### src/rtl/sync_fifo_param.sv
// sync_fifo_param
//   Single-clock parametrised FIFO with registered storage, fill count,
//   almost-full/almost-empty thresholds, sticky overflow/underflow flags and
//   a selectable read mode (FWFT=0 registered read, FWFT=1 fall-through).
//
// Ports
//   clk           clock, all state updates on rising edge
//   reset_L       synchronous active-low reset
//   push, wdata   write request and data
//   pop           read request
//   rdata, rvalid read data and its valid qualifier
//   full, almost_full, empty, almost_empty   occupancy flags
//   count         occupancy 0..DEPTH (PTRWIDTH+1 bits)
//   overflow      sticky: push attempted while full
//   underflow     sticky: pop attempted while empty
//   clr_err       clears overflow/underflow (a coincident set wins)
module sync_fifo_param #(
  parameter int DEPTH     = 16,
  parameter int PTRWIDTH  = 4,
  parameter int DWIDTH    = 8,
  parameter int FWFT      = 0,
  parameter int AFULL_TH  = 12,
  parameter int AEMPTY_TH = 4
) (
  input  logic                clk,
  input  logic                reset_L,
  input  logic                push,
  input  logic [DWIDTH-1:0]   wdata,
  output logic                full,
  output logic                almost_full,
  input  logic                pop,
  output logic [DWIDTH-1:0]   rdata,
  output logic                rvalid,
  output logic                empty,
  output logic                almost_empty,
  output logic [PTRWIDTH:0]   count,
  output logic                overflow,
  output logic                underflow,
  input  logic                clr_err
);

  localparam logic [PTRWIDTH:0] LP_DEPTH  = (PTRWIDTH+1)'(DEPTH);
  localparam logic [PTRWIDTH:0] LP_AFULL  = (PTRWIDTH+1)'(AFULL_TH);
  localparam logic [PTRWIDTH:0] LP_AEMPTY = (PTRWIDTH+1)'(AEMPTY_TH);

  logic [DWIDTH-1:0]   r_mem [DEPTH];
  logic [PTRWIDTH:0]   r_wrptr;
  logic [PTRWIDTH:0]   r_rdptr;
  logic                r_overflow;
  logic                r_underflow;

  logic [PTRWIDTH:0]   w_count;
  logic                w_full;
  logic                w_empty;
  logic                w_push_ok;
  logic                w_pop_ok;
  logic [PTRWIDTH-1:0] w_rdidx;
  logic [PTRWIDTH-1:0] w_wridx;

  // Extra wrap bit makes full (difference == DEPTH) distinct from empty.
  assign w_count   = r_wrptr - r_rdptr;
  assign w_full    = (w_count == LP_DEPTH);
  assign w_empty   = (w_count == '0);
  assign w_push_ok = push && !w_full;
  assign w_pop_ok  = pop && !w_empty;
  assign w_rdidx   = r_rdptr[PTRWIDTH-1:0];
  assign w_wridx   = r_wrptr[PTRWIDTH-1:0];

  assign count        = w_count;
  assign full         = w_full;
  assign empty        = w_empty;
  assign almost_full  = (w_count >= LP_AFULL);
  assign almost_empty = (w_count <= LP_AEMPTY);
  assign overflow     = r_overflow;
  assign underflow    = r_underflow;

  always_ff @(posedge clk) begin
    if (!reset_L) begin
      r_wrptr     <= '0;
      r_rdptr     <= '0;
      r_overflow  <= 1'b0;
      r_underflow <= 1'b0;
    end else begin
      if (w_push_ok) r_wrptr <= r_wrptr + 1'b1;
      if (w_pop_ok)  r_rdptr <= r_rdptr + 1'b1;

      if (push && w_full)     r_overflow <= 1'b1;
      else if (clr_err)       r_overflow <= 1'b0;

      if (pop && w_empty)     r_underflow <= 1'b1;
      else if (clr_err)       r_underflow <= 1'b0;
    end
  end

  // Storage is not reset; a push coinciding with reset is discarded.
  always_ff @(posedge clk) begin
    if (reset_L && w_push_ok) r_mem[w_wridx] <= wdata;
  end

  generate
    if (FWFT == 0) begin : g_std_read
      logic [DWIDTH-1:0] r_rdata;
      logic              r_rvalid;

      always_ff @(posedge clk) begin
        if (!reset_L) begin
          r_rdata  <= '0;
          r_rvalid <= 1'b0;
        end else begin
          r_rvalid <= w_pop_ok;
          if (w_pop_ok) r_rdata <= r_mem[w_rdidx];
        end
      end

      assign rdata  = r_rdata;
      assign rvalid = r_rvalid;
    end else begin : g_fwft_read
      // Head word shown directly; forced to zero while empty so stale
      // storage never leaks out (and rdata reads 0 after reset).
      assign rdata  = w_empty ? '0 : r_mem[w_rdidx];
      assign rvalid = !w_empty;
    end
  endgenerate

endmodule

### config.mk
export PLATFORM = sky130hd
export DESIGN_NAME = sync_fifo_param
export DESIGN_NICKNAME = d
export VERILOG_FILES = /design/src/rtl/sync_fifo_param.sv
export SDC_FILE = /design/constraint.sdc
export NUM_CORES = 1
export LEC_CHECK = 0
export ABC_AREA = 1
export CORE_ASPECT_RATIO = 1.5
export CORE_MARGIN = 2
export CORE_UTILIZATION = 57
export DETAILED_ROUTE_END_ITERATION = 6
export DONT_BUFFER_PORTS = 1
export PLACE_DENSITY = 0.75
export SYNTH_ARGS = -nofsm -noshare
export SYNTH_HDL_FRONTEND = slang
export SYNTH_SLANG_ARGS = --single-unit
### constraint.sdc
create_clock -name clk -period 2.7 [get_ports clk]
set_input_delay 0.135 -clock clk [delete_from_list [all_inputs] [get_ports clk]]
set_output_delay 0.135 -clock clk [all_outputs]
set_load 0.01 [all_outputs]
Word level (Yosys, flattened, before mapping). Memory sizes are Yosys's and may differ from the RTL's. A register that Yosys moved wholly into a read port is not among the register bits. Cells that the tools add are included.

Register bits: 13. Bits in writable memories: 128. Input bits: 13. Output and inout bits: 20. Logic and storage cells: 28. Memories kept: 1.

Memory list: r_mem (depth 16, bits a word 8, read ports 1, clocked after memory_dff 1, wr ports 1, line 46) `logic [DWIDTH-1:0] r_mem [DEPTH];`.

$add $sub $neg: 3. $lt $le $gt $ge: 2. Eq/ne operators: 1. Mux-type cells: 5. Reduce and logical (&&, ||, !) cells: 11.

Operator list (number): adder 5 x 1 -> 5 bit (second input constant) (2); equality test 5 bit (second input constant) (1); >= comparator 5 x 4 -> 1 bit (second input constant) (1); less-or-equal comparator 5 x 3 -> 1 bit (second input constant) (1); logical AND 1 bit (5); zero test 5 bit (1); 2-to-1 mux 1 bit (5); subtractor 5 bit (1); nonzero test 2 bit (2); zero test 1 bit (3).

Depth between registers and ports, before layout. Gate-level depths: netlist (run 1).

Depth after elaboration: 7. Mapped depth: 14. Mapped depth without buffers: 12.

Least setup slack after synthesis (run 1). Ideal clock, no wire load.

Path type: register to register. From: register r_wrptr[0]. To: memory r_mem[4][0], enable pin. Library setup time: 0.383 ns. Arrival time: 2.484 ns. Data required time: 2.317 ns. Path slack: -0.168 ns. Cell stages (with the launch flop): 10. Path buffers: 1. Period minus slack after synthesis: 2.868 ns. Cells stage by stage: dfxtp_1 inv_1 ha_1 fa_1 xnor2_2 nor2_8 nand3_4 nand2_4 buf_6 nor3_1.

Cells in the longest elaborated chain, start to end: 7.

RTL lines: from (decl) (line 47) `logic [PTRWIDTH:0] r_wrptr;`; from (signal assigned) (line 84) `if (w_push_ok) r_wrptr <= r_wrptr + 1'b1;`; subtractor 5 bit (line 61) `assign w_count = r_wrptr - r_rdptr;`; via count[2] (line 36) `output logic [PTRWIDTH:0] count,`; equality test 5 bit (line 62) `assign w_full = (w_count == LP_DEPTH);`; zero test 1 bit (line 64) `assign w_push_ok = push && !w_full;`; logical AND 1 bit (line 64); logical AND 1 bit (line 97) `if (reset_L && w_push_ok) r_mem[w_wridx] <= wdata;`; 2-to-1 mux 1 bit (line 97); 2-to-1 mux 1 bit (implied by the code) (line 97); to (decl) (line 46).

The timed path passes the listed nets, and every way through them passes these cells.

Worst setup path in the final report (run 1).
From: register r_wrptr[0]. To: memory r_mem[1][6], enable pin.

Same word-level chain as after synthesis.

==> flow_metrics.tcl, run 1 <==
set metrics [dict create \
    tightest_slew_ns 0.9167 \
    finalCritPeriodShare_pct 95.43 \
    track_usage_pct 26.38 \
    vias_per_cell 5.644 \
    yosysTopAreaCell "edfxtp_1" \
    synth-seq-cells 149 \
    maxClockFrequency_ghz 0.3881 \
    wl_per_cell_um 18.58 \
    endpoint "r_mem[1][6]$_DFFE_PP_" \
    dp_cells 802 \
    status "completed" \
    drtPass1Iterations 6 \
    htreeDepth 4 \
    grt-ovfl-total 0 \
    arrival_ns 2.70 \
    dp_hpwl_mm 10.24 \
    insertion_delay_ns 0.42 \
    first_global_vias 4676 \
    crit_type "register to register" \
    dr_total_vias 4786 \
    place_congestion 0.9378 \
    grt_max_degree 70 \
    clock-root-buffer "clkbuf_16" \
    drc 0 \
    dieArea_sq_um 12420 \
    syn2layout_area_growth_pct 16.01 \
    chipHeight_um 135.5 \
    rr_endpoint "r_mem[1][6]$_DFFE_PP_" \
    instances_no_fill 848 \
    core_area_sq_um 11350 \
    cts_tree "done" \
    cpPeakStageDelay_ns 0.37 \
    powerDensity_nw_per_um2 821.4 \
    cp_slowest_cell "fa_2" \
    drv_slew 0 \
    num_io_pins 33 \
    fin_crit_ns 2.576 \
    synth.top_cell.area_share_pct 58.48 \
    rows 48 \
    r2r_cells 11 \
    setup_viol_count_final 0 \
    clockBufferDepth 2 \
    hp-class "input pin to register" \
    hold_viol 0 \
    critPathLaunchType "register" \
    finClkSkew_ns 0.007459 \
    reg2reg_slack_ns 0.12 \
    crit_family "simple AND/OR/NAND/NOR gates" \
    fillers 834 \
    wl_mm 15.75 \
    crit_start "r_wrptr[0]$_SDFFE_PN0P_" \
    antenna_found_initial 0 \
    cts_sinks 149 \
    synthesis.nets 670 \
    crit_buf_inv 3 \
    die_x_um 91.68 \
    syn-instance-count 647 \
    synthTopCellsByArea "edfxtp_1 58%, nand2_1 8.7%, nor2_1 7.4%" \
    diodes 0 \
    timing.hold.ws_ns 0.001529 \
    cp.depth 11 \
    ys_seq_area_share_pct 64.88 \
    cp_max_fo 10 \
    drtIter0Drc 520 \
    crit_path_end_kind "register" \
    cts_buffers 17 \
    leakage_nw 2.955 \
    grt_pass1_wl_mm 24.11 \
    cp_cell_sequence "inv_1, ha_1, fa_2, nand3b_1, nand3_1, nand2_4, nand3_4, nand2_4, buf_4, nor3_1, buf_4" \
    max_slew_margin_pct 38.68 \
    ys_warn_count 0 \
    avgSynthCellArea_sq_um 10.16 \
    drive_above_1_share_pct 12.75 \
    initial_utilization_pct 57.90 \
    clk_pin_slew_worst_paths_ns 0.06 \
    timing.rr.start "r_wrptr[0]$_SDFFE_PN0P_" \
    syn-cell-area_sq_um 6573 \
    portBuffers 0 \
    rsz0062_at_grt "no" \
    vdd_drop_max_uv 637.5 \
    drv_cap 0 \
    cp_data_required_time_ns 2.82 \
    synth_cell_types 29 \
    ant_nets 0 \
    nNetsFinal 709 \
]
==> layout make-up <==
class / count / area (sq um) / share of cell area, %
Clock buffer: 18 / 429.2 / 5.628
Clock inverter: 13 / 181.4 / 2.379
Sequential cell: 149 / 4265 / 55.94
Tap cell: 150 / 187.7 / 2.461
Multi-Input combinational cell: 430 / 2011 / 26.37
Timing Repair Buffer: 49 / 402.9 / 5.284
Inverter: 39 / 147.6 / 1.936
==> worst reg2reg max path: cells and delay by family (launching register included) <==
kind	cells	cell delay, ns
adders and majority gates	2	0.60
buffers and inverters	3	0.50
DFF	1	0.34
and+or+nand+nor	6	0.84
==> stage by stage <==
stage	utilization (%)	power (mW)	worst slack (ns)	TNS [ns]	area, sq um
final	67.17	6.263	0.1235	0	7625
after detailed placement	60.36	3.793	0.03617	0	6852
after global placement	60.36	3.771	0.1071	0	6852
after CTS	66.93	6.244	0.001543	0	7597
after floorplan	-	3.524	-0.1676	-9.384	6573
after global routing	67.17	6.481	0.03278	0	7625
==> cell usage after synthesis <==
| cell type | instances |
|---|---|
| ha_1 | 9 |
| clkinv_1 | 11 |
| a211oi_1 | 1 |
| nor2_8 | 1 |
| nor3_1 | 7 |
| clkinv_2 | 1 |
| clkbuf_1 | 5 |
| nand3b_1 | 3 |
| xor2_1 | 6 |
| o21ai_1 | 23 |
| nand3_4 | 2 |
| nand3_1 | 39 |
| buf_4 | 4 |
| edfxtp_1 | 128 |
| dfxtp_1 | 21 |
| nand2_4 | 2 |
| fa_1 | 1 |
| buf_1 | 2 |
| inv_2 | 2 |
| nand2_1 | 153 |
| xnor2_2 | 1 |
| o21ai_0 | 33 |
| buf_2 | 15 |
| inv_1 | 25 |
| a21oi_1 | 8 |
| nor2_1 | 130 |
| a21oi_2 | 2 |
| nand2_2 | 9 |
| buf_6 | 3 |
==> cells by family after synthesis <==
kind of cell | after synthesis | synth area share [%]
flops | 149 | 64.88
fa+ha+maj | 10 | 2.018
xor+xnor | 7 | 1.047
simple gates | 346 | 22.04
buf+inv | 68 | 4.759
compound gates | 67 | 5.254
==> sequential cells by signal, summed over array words and instances, names as in the netlist <==
signal     flops
rvalid         1
r_rdptr        5
r_wrptr        5
rdata          8
underflow      1
r_mem        128
overflow       1
==> power by group <==
| group | internal [mW] | switching (mW) |
|---|---|---|
| sequential | 2.57 | 0.0563 |
| combinational | 0.396 | 0.822 |
| clock | 1.54 | 0.880 |
| total | 4.50 | 1.76 |
==> worst min path at each step <==
stage / cells after the start / startpoint / slack [ns] / to
after global routing: 2 / pop / 0.03 / rvalid$_SDFF_PN0_
after detailed placement: 0 / wdata[1] / 0.23 / r_mem[0][1]$_DFFE_PP_
final: 2 / pop / 0.002 / rvalid$_SDFF_PN0_
after global placement: 0 / wdata[3] / 0.24 / r_mem[6][3]$_DFFE_PP_
after CTS: 2 / pop / 0.008 / rvalid$_SDFF_PN0_
after floorplan: 0 / wdata[0] / 0.23 / r_mem[0][0]$_DFFE_PP_
==> metal layers <==
| layer | part of all wire (%) | track usage (%) | wire [um] |
|---|---|---|---|
| met1 | 36 | 29.05 | 5652 |
| met2 | 52 | 46.16 | 8147 |
| met3 | 6.9 | 4.897 | 1092 |
| met4 | 5.5 | 17.59 | 861 |
| met5 | 0 | 0 | 0 |
==> cell usage in the layout, fill, tap and decap left out, drive strengths merged <==
cell type     netlist  layout
nand2             164     164
nor2              131     131
edfxtp            128     128
o21ai              56      56
nand3              41      41
buf                24      36
inv                27      29
dfxtp              21      21
clkbuf              5      18
clkinv             12      18
dlygate4sd3         0      12
a21oi              10      10
ha                  9       9
nor3                7       7
xor2                6       6
bufinv              0       4
nand3b              3       3
xnor2               1       1
a211oi              1       1
fa                  1       1
clkinvlp            0       1
dlymetal6s4s        0       1
==> timing repair <==
| item | in CTS | in global routing |
|---|---|---|
| pin swaps | 0 | 1 |
| endpoints found under the setup margin | 5 | 78 |
| endpoints found under the hold margin | 148 | 0 |
| hold buffers | 13 | 0 |
| gates cloned | 0 | 0 |
| gates resized for setup | 1 | 4 |
| setup buffers | 0 | 2 |
No activity file was read; power rests on OpenSTA's default activity.
==> run 2: changes to the inputs <==
==> constraint.sdc (replaced) <==
create_clock -name clk -period 2.7 [get_ports clk]
set_input_delay 0.405 -clock clk [delete_from_list [all_inputs] [get_ports clk]]
set_output_delay 0.405 -clock clk [all_outputs]
set_load 0.01 [all_outputs]
==> flow_metrics.tcl, run 2 (synthesized netlist as in run 1, its figures left out) <==
set metrics [dict create \
    critPathLaunchType "register" \
    tightest_slew_ns 0.7123 \
    max_slew_margin_pct 52.51 \
    fin_crit_ns 2.621 \
    dr_total_vias 4610 \
    chipHeight_um 135.5 \
    hp-class "input pin to register" \
    use_met1_pct 27.76 \
    maxClockFrequency_ghz 0.3815 \
    leakage_nw 2.882 \
    grt-ovfl-total 0 \
    num_io_pins 33 \
    powerDensity_nw_per_um2 832.8 \
    rows 48 \
    cp_data_required_time_ns 2.30 \
    wl_mm 15.46 \
    p_total_mw 6.245 \
    grt_pass1_wl_mm 23.49 \
    vdd_drop_max_uv 650.5 \
    wl_per_cell_um 18.61 \
    finalCritPeriodShare_pct 97.08 \
    ant_nets 0 \
    grt_max_degree 70 \
    largest_register "r_mem" \
    drive_above_1_share_pct 12.78 \
    cp_max_fo 4 \
    track_usage_pct 26.08 \
    dp_cells 799 \
    syn2layout_area_growth_pct 14.09 \
    timing.hold.ws_ns 0.07927 \
    arrival_ns 2.22 \
    htreeDepth 4 \
    drv_slew 0 \
    insertion_delay_ns 0.42 \
    cts_sinks 149 \
    crit_path_end_kind "primary output" \
    vias_per_cell 5.548 \
    antenna_found_initial 0 \
    initial_utilization_pct 57.90 \
    dp_hpwl_mm 10.23 \
    post-route-util_pct 66.06 \
    diodes 0 \
    drv_cap 0 \
    portBuffers 0 \
    first_global_vias 4531 \
    dieArea_sq_um 12420 \
    rsz0062_at_grt "yes" \
    nNetsFinal 691 \
    setup_viol_count_final 0 \
    cts_setup_buffers 0 \
    tns_ns 0 \
    use_met3_pct 6.066 \
    instances_no_fill 831 \
    die_x_um 91.68 \
    core_area_sq_um 11350 \
    status "completed" \
    clockBufferDepth 2 \
    clk_pin_slew_worst_paths_ns 0.06 \
    grt.busiest_layer "met2" \
    drtPass1Iterations 6 \
    finClkSkew_ns 0.005337 \
    hold_viol 0 \
    cts_hold_buf 0 \
    place_congestion 0.9271 \
    largest_reg_flops 128 \
    cts_tree "done" \
    mostFrequentLayoutCell "nand2_1" \
    crit_type "register to primary output" \
    clock-root-buffer "clkbuf_16" \
    cts_buffers 17 \
    mostFrequentLayoutCells "151 x nand2_1, 128 x nor2_1, 128 x edfxtp_1" \
    drtIter0Drc 532 \
    met2_usage_pct 46.77 \
    drc 0 \
    fillers 819 \
]
run 2: cell types whose count changed in the layout (fill, tap and decap cells not counted), sizes merged:
cell and delta:
dlygate4sd3 -12, clkbuf +5, inv -2, buf -5
clkinv -2, dlymetal6s4s -1
run 2: through the flow:
stage,cell area [sq um],setup slack [ns]
final,7498,0.07875
after global routing,7498,-0.01768
after CTS,7471,0.004168
after detailed placement,6842,0.03093
after global placement,6842,0.1194
after floorplan,6573,-0.1676
run 2: cell type report:
type / instances / area, sq um / share of cell area, %
Clock buffer: 23 / 467.9 / 6.241
Clock inverter: 9 / 151.4 / 2.019
Inverter: 39 / 147.6 / 1.969
Multi-Input combinational cell: 430 / 2033 / 27.11
Sequential cell: 149 / 4265 / 56.88
Tap cell: 150 / 187.7 / 2.503
Timing Repair Buffer: 31 / 245.2 / 3.270
run 2: report_power, final:
| part | switching [mW] | leakage [nW] | total (mW) | internal, mW |
|---|---|---|---|---|
| Sequential | 0.0512 | 1.33 | 2.62 | 2.57 |
| Combinational | 0.795 | 1.26 | 1.18 | 0.386 |
| Clock | 0.852 | 0.301 | 2.44 | 1.59 |
run 2: per-layer routing:
layer / vias to the layer above / share of wire (%) / wire, um
met1: 2129 / 35 / 5407
met5: - / 0 / 0
met3: 50 / 7.2 / 1108
met2: 238 / 54 / 8314
li1: 2193 / - / -
met4: 0 / 4.1 / 633
run 2: path summary, 6_finish.rpt:
check	cells past startpoint	slack (ns)	to	startpoint
max reg2reg	11	0.17	r_mem[1][3]$_DFFE_PP_	r_wrptr[0]$_SDFFE_PN0P_
max	8	0.08	almost_empty	r_wrptr[0]$_SDFFE_PN0P_
min	0	0.08	r_mem[12][0]$_DFFE_PP_	wdata[0]
min reg2reg	2	0.50	r_rdptr[3]$_SDFFE_PN0P_	r_rdptr[3]$_SDFFE_PN0P_
run 2: worst max-delay path, stage by stage, from the launching register on:
cell      delay, ns
dfxtp_1        0.32
inv_1          0.08
ha_1           0.24
fa_2           0.37
nand3b_1       0.23
nand3_2        0.12
nand2_4        0.10
a211oi_2       0.20
buf_4          0.15
run 2: what timing repair did:
item,in CTS,in global routing
resized for setup,3,7
pin swaps,0,1
setup endpoints to repair,9,51
==> run 3: changes to the inputs <==
--- a/config.mk
+++ b/config.mk
@@ -6,12 +6,14 @@
 export NUM_CORES = 1
 export LEC_CHECK = 0
 export ABC_AREA = 1
+export CELL_PAD_IN_SITES_DETAIL_PLACEMENT = 1
+export CELL_PAD_IN_SITES_GLOBAL_PLACEMENT = 1
 export CORE_ASPECT_RATIO = 1.5
 export CORE_MARGIN = 2
-export CORE_UTILIZATION = 57
+export CORE_UTILIZATION = 45
 export DETAILED_ROUTE_END_ITERATION = 6
 export DONT_BUFFER_PORTS = 1
-export PLACE_DENSITY = 0.75
+export PLACE_DENSITY_LB_ADDON = 0.1
 export SYNTH_ARGS = -nofsm -noshare
 export SYNTH_HDL_FRONTEND = slang
 export SYNTH_SLANG_ARGS = --single-unit
==> flow_metrics.tcl, run 3 (synthesized netlist as in run 1, its figures left out) <==
set metrics [dict create \
    status "completed" \
    leakage_nw 2.856 \
    insertion_delay_ns 0.42 \
    tns_ns 0 \
    clk_pin_slew_worst_paths_ns 0.07 \
    largest_register "r_mem" \
    drv_cap 0 \
    crit_family "buffers and inverters" \
    nNetsFinal 694 \
    tightest_slew_ns 0.7104 \
    crit_path_end_kind "register" \
    grt_pass1_wl_mm 28.03 \
    cp.depth 11 \
    finalWorstSetupSlack_ns 0.09566 \
    top_layer_used "met4" \
    grt-ovfl-total 0 \
    fillers 1565 \
    dr_total_vias 4655 \
    dr_wl_met2_mm 9.908 \
    fin_crit_ns 2.604 \
    timing.hold.ws_ns 0.07885 \
    wl_mm 18.34 \
    max_slew_margin_pct 52.64 \
    crit_type "register to register" \
    largest_reg_flops 128 \
    hold_viol 0 \
    finClkSkew_ns 0.01062 \
    rows 54 \
    chipHeight_um 152.0 \
    wl_met3_um 729 \
    crit_buf_inv 4 \
    cp_data_required_time_ns 2.82 \
    cts_buffers 17 \
    setup_viol_count_final 0 \
    pre_cts_ws_ns 0.04674 \
    num_io_pins 33 \
    diodes 0 \
    drtIter0Drc 230 \
    grt_max_degree 69 \
    design_area_sq_um 7512 \
    drc 0 \
    cts_sinks 149 \
    mostFrequentLayoutCells "153 x nand2_1, 130 x nor2_1, 128 x edfxtp_1" \
    arrival_ns 2.73 \
    dp_hpwl_mm 12.84 \
    regArea_sq_um 4269 \
    vdd_drop_max_uv 500.1 \
    cp_cell_sequence "inv_2, ha_4, fa_2, buf_4, xnor2_2, nor2_8, nand3_4, nand2_4, buf_4, nor3_1, buf_4" \
    dp_cells 845 \
    mostFrequentLayoutCell "nand2_1" \
    ant_nets 0 \
    powerDensity_nw_per_um2 811.9 \
    place_congestion 0.8301 \
    core_area_sq_um 14390 \
    instances_no_fill 880 \
    clock-root-buffer "clkbuf_16" \
    syn2layout_area_growth_pct 14.30 \
    antenna_found_initial 0 \
    dpl_cell_area_sq_um 6899 \
    hold_depth 0 \
    track_usage_pct 25.04 \
    hp-class "input pin to register" \
    wl_per_cell_um 20.84 \
    clockBufferDepth 2 \
    vias_per_cell 5.290 \
    cp_slowest_cell "dfxtp_2" \
    maxClockFrequency_ghz 0.3840 \
    htreeDepth 4 \
    cp_max_fo 10 \
    portBuffers 0 \
    p_total_mw 6.099 \
    cts_tree "done" \
    critPathMostFrequentCell "buf_4" \
    wl_met1_mm 6.883 \
    post-route-util_pct 52.20 \
    die_x_um 102.7 \
    initial_utilization_pct 45.67 \
    cpPeakStageDelay_ns 0.34 \
    drtPass1Iterations 4 \
    first_global_vias 4931 \
    cts_hold_buf 0 \
    drv_slew 0 \
    multi_input_area_sq_um 2027 \
    finalCritPeriodShare_pct 96.46 \
    dieArea_sq_um 15610 \
    drive_above_1_share_pct 13.74 \
    critPathLaunchType "register" \
    r2r_cells 11 \
]
[run 3: cell types whose count changed in the layout (fill, tap and decap cells not counted), moves of 3 or more]
cell,previous run,this run
buf_4,30,33
bufinv_16,4,1
clkbuf_1,4,1
dfxtp_1,20,17
dfxtp_2,1,4
inv_6,0,4
[run 3: worst register-to-register path, delay by kind of cell (launching register included)]
kind / cells / cell delay (ns)
buf+inv: 4 / 0.63
fa+ha+maj: 2 / 0.49
flops: 1 / 0.34
simple gates: 4 / 0.55
xor+xnor: 1 / 0.31
[run 3: final cells by class]
class	instances	area share [%]
Sequential cell	149	56.83
Multi-Input combinational cell	430	26.98
Clock buffer	18	5.713
Timing Repair Buffer	34	3.564
Tap cell	196	3.264
Inverter	39	1.965
Clock inverter	14	1.682
[run 3: power by group]
group	total [mW]	switching, mW	internal (mW)
sequential	2.63	0.0581	2.57
combinational	1.25	0.856	0.395
clock	2.22	0.948	1.27
[run 3: metal layers]
| layer | up-vias | GRT usage (%) |
|---|---|---|
| met5 | - | 0 |
| met2 | 125 | 44.20 |
| li1 | 2196 | - |
| met1 | 2289 | 27.58 |
| met3 | 45 | 5.198 |
| met4 | 0 | 12.89 |
[run 3: final timing paths]
path	startpoint	slack (ns)	end
setup / recovery	r_wrptr[0]$_SDFFE_PN0P_	0.1	r_mem[8][1]$_DFFE_PP_
hold / removal	wdata[1]	0.08	r_mem[7][1]$_DFFE_PP_
setup reg to reg	r_wrptr[0]$_SDFFE_PN0P_	0.1	r_mem[8][1]$_DFFE_PP_
hold reg to reg	r_rdptr[3]$_SDFFE_PN0P_	0.48	r_rdptr[3]$_SDFFE_PN0P_
[run 3: timing repair]
action,CTS,global route
setup buffers,0,3
gates resized for setup,8,3
pin swaps,3,4
cloned,0,0
setup endpoints to repair,2,3
